==> config.mk <==
export PLATFORM = sky130hd
export DESIGN_NAME = seq_detect_ctrl
export DESIGN_NICKNAME = d
export VERILOG_FILES = /design/src/rtl/seq_detect_pkg.sv /design/src/rtl/seq_detect_ctrl_match_counter.sv /design/src/rtl/seq_detect_ctrl.sv
export SDC_FILE = /design/constraint.sdc
export NUM_CORES = 1
export LEC_CHECK = 0
export CAP_MARGIN = 20
export CORE_UTILIZATION = 55
export CTS_BUF_LIST = sky130_fd_sc_hd__clkbuf_8
export CTS_CLUSTER_SIZE = 24
export DETAILED_ROUTE_END_ITERATION = 8
export PLACE_DENSITY = 0.89
export SKIP_CTS_REPAIR_TIMING = 1
export SYNTH_ARGS = -nofsm -noshare
export SYNTH_HDL_FRONTEND = slang
export SYNTH_SLANG_ARGS = --single-unit
==> constraint.sdc <==
create_clock -name clk -period 2.9 [get_ports clk]
set_input_delay 0.29 -clock clk [delete_from_list [all_inputs] [get_ports clk]]
set_output_delay 0.29 -clock clk [all_outputs]
set_load 0.01 [all_outputs]
==> src/rtl/seq_detect_pkg.sv <==
// seq_detect_pkg: shared types and defaults for the serial sequence detector
package seq_detect_pkg;
    localparam int MAXLEN_DEF = 8;
    localparam int CNTW_DEF = 8;
    localparam int PAT_MAX = 16;
    localparam int LEN_W = 5;
    typedef enum logic [1:0] {IDLE, READY, FILL, RUN} state_t;
    typedef struct packed {
        logic [PAT_MAX-1:0] pattern;
        logic [LEN_W-1:0] len;
        logic overlap;
    } cfg_t;
endpackage

==> src/rtl/seq_detect_ctrl_match_counter.sv <==
// match_counter: saturating match counter with synchronous clear
module match_counter #(
    parameter int CNTW = 8
) (
    input  logic clk,
    input  logic rst,
    input  logic clr,
    input  logic inc,
    output logic [CNTW-1:0] count,
    output logic sat
);
    localparam logic [CNTW-1:0] MAX = '1;
    always_ff @(posedge clk) begin
        if (!rst || clr) begin
            count <= '0;
            sat <= 1'b0;
        end else if (inc && !sat) begin
            count <= count + 1'b1;
            sat <= count == MAX - 1'b1;
        end
    end
endmodule

==> src/rtl/seq_detect_ctrl.sv <==
// seq_detect_ctrl: configurable serial pattern detector with start/stop control
module seq_detect_ctrl
    import seq_detect_pkg::*;
#(
    parameter int MAXLEN = MAXLEN_DEF,
    parameter int CNTW = CNTW_DEF
) (
    input  logic clk,
    input  logic rst,
    input  logic cfg_valid,
    output logic cfg_ready,
    input  logic [MAXLEN-1:0] cfg_pattern,
    input  logic [$clog2(MAXLEN+1)-1:0] cfg_len,
    input  logic cfg_overlap,
    input  logic start,
    input  logic stop,
    input  logic A,
    input  logic a_valid,
    output logic Y,
    output logic busy,
    output logic [CNTW-1:0] match_count,
    output logic count_sat,
    output logic err_cfg
);
    localparam int LW = $clog2(MAXLEN+1);
    state_t state, state_n;
    cfg_t cfg, cfg_n;
    logic err_n, y_n, hit, cfg_ok, clr, inc;
    logic [MAXLEN-1:0] hist, hist_n, shifted;
    logic [LW-1:0] fill, fill_n, fill_inc;
    logic [PAT_MAX-1:0] mask;
    always_ff @(posedge clk) begin
        if (!rst) begin
            state <= IDLE;
            cfg <= '0;
            err_cfg <= 1'b0;
            hist <= '0;
            fill <= '0;
            Y <= 1'b0;
            busy <= 1'b0;
            cfg_ready <= 1'b1;
        end else begin
            state <= state_n;
            cfg <= cfg_n;
            err_cfg <= err_n;
            hist <= hist_n;
            fill <= fill_n;
            Y <= y_n;
            busy <= state_n == FILL || state_n == RUN;
            cfg_ready <= state_n == IDLE || state_n == READY;
        end
    end
    always_comb begin
        state_n = state;
        cfg_n = cfg;
        err_n = err_cfg;
        hist_n = hist;
        fill_n = fill;
        y_n = 1'b0;
        clr = 1'b0;
        inc = 1'b0;
        cfg_ok = cfg_len != '0 && cfg_len <= LW'(MAXLEN);
        shifted = MAXLEN'({hist, A});
        fill_inc = fill == LW'(MAXLEN) ? fill : fill + 1'b1;
        mask = ~({PAT_MAX{1'b1}} << cfg.len);
        hit = fill_inc >= LW'(cfg.len) && ((PAT_MAX'(shifted) ^ cfg.pattern) & mask) == '0;
        if (state == IDLE || state == READY) begin
            if (cfg_valid) begin
                err_n = !cfg_ok;
                if (cfg_ok) begin
                    cfg_n = '{pattern: PAT_MAX'(cfg_pattern), len: LEN_W'(cfg_len), overlap: cfg_overlap};
                    state_n = READY;
                end
            end else if (start && state == READY) begin
                state_n = FILL;
                hist_n = '0;
                fill_n = '0;
                clr = 1'b1;
            end
        end else if (stop) begin
            state_n = READY;
        end else if (a_valid) begin
            hist_n = shifted;
            fill_n = fill_inc;
            state_n = fill_inc >= LW'(cfg.len) ? RUN : FILL;
            if (hit) begin
                y_n = 1'b1;
                inc = 1'b1;
                // non-overlapping mode demands len fresh bits before the next match
                if (!cfg.overlap) begin
                    fill_n = '0;
                    state_n = FILL;
                end
            end
        end
    end
    match_counter #(.CNTW(CNTW)) u_cnt (
        .clk(clk),
        .rst(rst),
        .clr(clr),
        .inc(inc),
        .count(match_count),
        .sat(count_sat)
    );
endmodule

-- After elaboration in Yosys (flattened, before gate mapping)
Cells that the tools add are included.
- bits in registers: 39
- input port bits: 20
- logic and storage cells: 77
- add/sub/neg operators: 2
- shift operators: 1
- muxes and demuxes: 29
- eq/ne operators: 9
- reductions and logical operators: 19
- order comparisons: 2
- bitwise gates (word level): 3
- operators by type and width (kind ; count):
    two-way mux 7 bit ; 5
    two-way mux 4 bit ; 8
    AND 8 x 16 -> 16 bit ; 1
    zero test 16 bit ; 1
    inverter 16 bit ; 1
    left shift 16 x 4 -> 16 bit, first input constant ; 1
    two-way mux 2 bit ; 6
    two-way mux 1 bit ; 10
    adder 8 x 1 -> 8 bit, second input constant ; 1
    equality test 8 bit, second input constant ; 1
    XOR 8 bit ; 1
    adder 4 x 1 -> 4 bit, second input constant ; 1
    equality test 2 x 1 -> 1 bit, second input constant ; 2
    equality test 2 bit, second input constant ; 2
    equality test 4 bit, second input constant ; 1
    greater-or-equal comparator 4 bit ; 1
    less-or-equal comparator 4 bit, second input constant ; 1
    logical AND 1 bit ; 4
    zero test 2 bit ; 2
    logical OR 1 bit ; 4
    inequality test 2 x 1 -> 1 bit, second input constant ; 2
    AND reduction 4 bit ; 1
    nonzero test 4 bit ; 1
    zero test 1 bit ; 3
    4 further kinds ; 4

-- Depth between registers and ports, before layout
- word-level depth: 11
- gate-level depth with buffers: 11

-- Modules after synthesis
A second synthesis with hierarchy kept.
- cells, all modules: 206
- area, all modules: 1929.4 µm²
- modules (own cells, without submodules) (module ; cells an instance ; instances ; area each (µm²) ; seq. area each (µm²)):
    seq_detect_ctrl ; 158 ; 1 ; 1502.7 ; 580.6
    match_counter ; 48 ; 1 ; 426.7 ; 180.2

-- Worst setup path before layout
OpenSTA, ideal clock, no wires.
- kind: reg2reg
- start: reg fill[0]
- end: reg u_cnt.count[0]
- stages on the path, launching flop included: 12
- buffers on the path: 0
- path slack: 0.505 ns
- period minus slack after synthesis: 2.395 ns
- arrival time: 2.272 ns
- path through: dfxtp_1 -> inv_1 -> ha_1 -> nand2_1 -> nor2_1 -> xnor2_1 -> ha_1 -> nand2b_1 -> a2111o_1 -> nand3_1 -> nor4_2 -> mux2_1
- cells in the longest elaborated chain, start to end: 9
- elaborated cells between the ends (all ways): 10
- those cells by class: add/sub: 1; order compare: 1; eq/ne: 1; mux: 5; reduce/logical: 2
- ends and longest elaborated chain (item ; line ; RTL):
    start: declaration ; seq_detect_ctrl.sv:30 ; logic [LW-1:0] fill, fill_n, fill_inc;
    start signal: assignment ; seq_detect_ctrl.sv:47 ; fill <= fill_n;
    adder 4 x 1 -> 4 bit / equality test 4 bit (equally long branches) ; seq_detect_ctrl.sv:64 ; fill_inc = fill == LW'(MAXLEN) ? fill : fill + 1'b1;
    two-way mux 4 bit * ; seq_detect_ctrl.sv:64 ;
    greater-or-equal comparator 4 bit * ; seq_detect_ctrl.sv:66 ; hit = fill_inc >= LW'(cfg.len) && ((PAT_MAX'(shifted) ^ cfg.pattern) & mask) == '0;
    logical AND 1 bit * ; seq_detect_ctrl.sv:66 ;
    two-way mux 1 bit * ; seq_detect_ctrl.sv:86 ; if (hit) begin
    two-way mux 1 bit * (3 in series) ; - ;
    logical AND 1 bit * ; seq_detect_ctrl_match_counter.sv:17 ; end else if (inc && !sat) begin
    end signal: assignment ; seq_detect_ctrl_match_counter.sv:18 ; count <= count + 1'b1;
    end: declaration ; seq_detect_ctrl_match_counter.sv:9 ; output logic [CNTW-1:0] count,
Every way passes the cells marked *; elsewhere a longest branch is shown, timed or not.
A chain may end at the register's enable or synchronous reset.

-- Worst setup path after layout
Same ends and word-level chain as after synthesis.

==> metrics.txt <==
DR iter-0 viols between 100 and 150; final hold vios 0; critical path's slowest cell a2111o_1; Post-synth EDFFs 0; Internal Power 0.8977 mW; GPL Wtd Cong 0.7986; drt drc 0; Layout area overhead 23.86%; share of power burned in registers 0.483; fin cells 303; crit path cell chain inv_1 > ha_1 > nand2_1 > nor2_1 > xnor2_1 > ha_1 > nand2b_1 > a2111o_1 > nand3_1 > nor4_2 > mux2_1; # port buffers 32; CTS tree done; CP Class register to register; critical path required time between 3000 and 4000 ps; Ys Warns 0; clock power share 0.397; Net Sw Power between 0.2 and 0.3 mW; crit-path most repeated cell ha_1; Area contributors post-synth dfxtp_1 (39%), mux2i_1 (10%), ha_1 (5.0%), nand3_1 (5.0%), nor2_1 (4.1%); minimum clock period 2639 ps; most numerous cell in the Yosys netlist dfxtp_1; Setup violations, final 0; Largest stage delay, worst path 430 ps; Synth top cells by count dfxtp_1 (39), nor2_1 (22), mux2i_1 (20), nand3_1 (20), nand2_1 (19); Clock Path Buffers 2; Fmax 378.9 MHz; grt total ovfl 0; antenna violations before repair 0; status completed; relative slew slack 0.4492; pin count of the biggest net entering global routing 26; Slew @ Worst Pin 826.2 ps; FILL cells between 200 and 300; Mapped Nets between 200 and 300; element type at the critical path end register; Synth Area per Inst 8.943 µm²; Rows 21; sequential-to-total area share from yosys stat 0.3898; Synth area leader dfxtp_1; Buffers & Inverters on Critical Path 1; Multi-input gate area approximately 1100 µm²; asr flop ratio synth 0; layout net count approximately 280; Cell variety after synth 39; Max VDD drop 0.4273 mV; Max-Cap Viols 0; # placed instances 295; Root Buffer clkbuf_8; RSZ-0062 raised after global routing no; CP Max Fanout 5; Clock Latency Late Sink a little under 300 ps; total track usage 0.2369; core footprint roughly 3400 µm²; Gate power share 0.120; Tcrit/Tclk final 0.9100; Routed WL roughly 4200 µm; Sw Share 0.2299; first-pass iteration count of the detailed router 5; I/O pins 33; register area just under 800 µm²; Worst Skew approximately 5.3 ps; Power Dens Cells between 400 and 500 nW/µm²; # diodes 0; Vias 1695; #FFs+latches synth 39; Worst-path clk slew 70 ps; Die H between 60 and 70 µm; ANT nets after route 0; vias in the first global route between 1500 and 2000; leakage around 0.93 nW; type of origin of the critical path register; H-tree levels 2; Inserted Clock Buffers 5; layout cell share with drive strength beyond 1 0.08949; Max Slew Vio Count 0; setup TNS 0 ps; Routed WL per cell ~14 µm; first-pass GRT wire length around 7300 µm; Top delay family on crit path simple AND/OR/NAND/NOR gates; CTS Sinks 39; Primary FF master, synth dfxtp_1; Post-Syn Area 2003 µm²; hpwl dp just over 3000 µm; Initial Util 0.5864; top cell type's share of synthesized area 0.3898; worst hold path type register to register; Via density 5.594; die width roughly 62 µm; die area a little under 4000 µm²; critical path arrival about 2800 ps; Syn Inst Count 224
==> area by class of cell <==
cell class                 instances  area share
timing repair buffer              37      0.1442
tap                               46     0.02320
inverter                           9     0.01362
clock inverter                     2     0.01412
sequential                        39      0.3147
clock buffer                       6     0.03328
multi-input combinational        164      0.4569
==> cells by family after synthesis <==
| kind of cell | Yosys count | synth area share |
|---|---|---|
| AO/OA/AOI/OAI | 27 | 0.08495 |
| XOR/XNOR | 11 | 0.04810 |
| adder cells (fa/ha/maj) | 8 | 0.04997 |
| AND/OR/NAND/NOR | 97 | 0.2773 |
| buffers and inverters | 21 | 0.04434 |
| flip-flops | 39 | 0.3898 |
| multiplexers | 21 | 0.1056 |
==> metal layers <==
layer | vias up | global-route usage | share of wire
li1 | 842 | - | -
met1 | 801 | 0.3161 | 0.46
met2 | 50 | 0.3832 | 0.48
met3 | 2 | 0.06066 | 0.050
met4 | 0 | 0.05523 | 0.0035
met5 | - | 0 | 0
==> power groups by stage <==
| stage | clock [mW] | combinational [mW] | sequential [mW] |
|---|---|---|---|
| final | 0.462 | 0.140 | 0.563 |
| after global routing | 0.493 | 0.155 | 0.565 |
| after CTS | 0.464 | 0.140 | 0.563 |
| after detailed placement | 0 | 0.140 | 0.575 |
| after global placement | 0 | 0.135 | 0.575 |
| after floorplan | 0 | 0.0926 | 0.572 |
==> path summary, 6_finish.rpt <==
kind | slack (ps) | cells past startpoint | to | startpoint
setup / recovery | 260 | 11 | u_cnt.count[0] | fill[0]
hold / removal | 480 | 2 | hist[6] | hist[6]
setup reg to reg | 260 | 11 | u_cnt.count[0] | fill[0]
hold reg to reg | 480 | 2 | hist[6] | hist[6]
==> registers in the layout, indices dropped and copies added, names as in the netlist <==
register	count
Y	1
busy	1
cfg	13
cfg_ready	1
err_cfg	1
fill	4
hist	7
state	2
u_cnt.count	8
u_cnt.sat	1
==> tightest hold or removal path, cell delays in order, from the launching register on <==
cell and delay, ps:
dfxtp_1 320, nand2_1 60, a21oi_1 60
==> layout by cell type, fill, tap and decap left out, types with 2 or more instances in the layout <==
| cell | instances |
|---|---|
| nor3_1 | 3 |
| nor4_2 | 4 |
| buf_4 | 5 |
| xnor2_1 | 3 |
| ha_1 | 8 |
| nor4_1 | 2 |
| nor2b_1 | 4 |
| o21ai_1 | 3 |
| nand2b_1 | 2 |
| a21oi_1 | 9 |
| mux2i_1 | 20 |
| inv_1 | 9 |
| dfxtp_1 | 39 |
| nand4_1 | 2 |
| o21a_1 | 2 |
| nor4b_2 | 2 |
| clkdlybuf4s50_1 | 32 |
| or3_1 | 8 |
| clkbuf_8 | 6 |
| and2_1 | 3 |
| nand2_1 | 19 |
| o21ai_0 | 6 |
| xor2_1 | 8 |
| nand3_1 | 20 |
| nor2_1 | 22 |
==> metrics by stage <==
stage / power (mW) / instance area, µm² / utilization / hold slack [ps] / setup slack (ps)
CTS: 1.168 / 2481 / 0.7264 / 484.9 / 287.7
global route: 1.213 / 2481 / 0.7264 / 507.0 / 110.1
global placement: 0.7102 / 2364 / 0.6919 / 451.4 / 407.6
floorplan: 0.6641 / 2003 / - / 437.2 / 504.9
detailed placement: 0.7146 / 2364 / 0.6919 / 474.4 / 320.5
finish: 1.166 / 2481 / 0.7264 / 481.7 / 261.0
No activity file was read; power rests on OpenSTA's default activity.
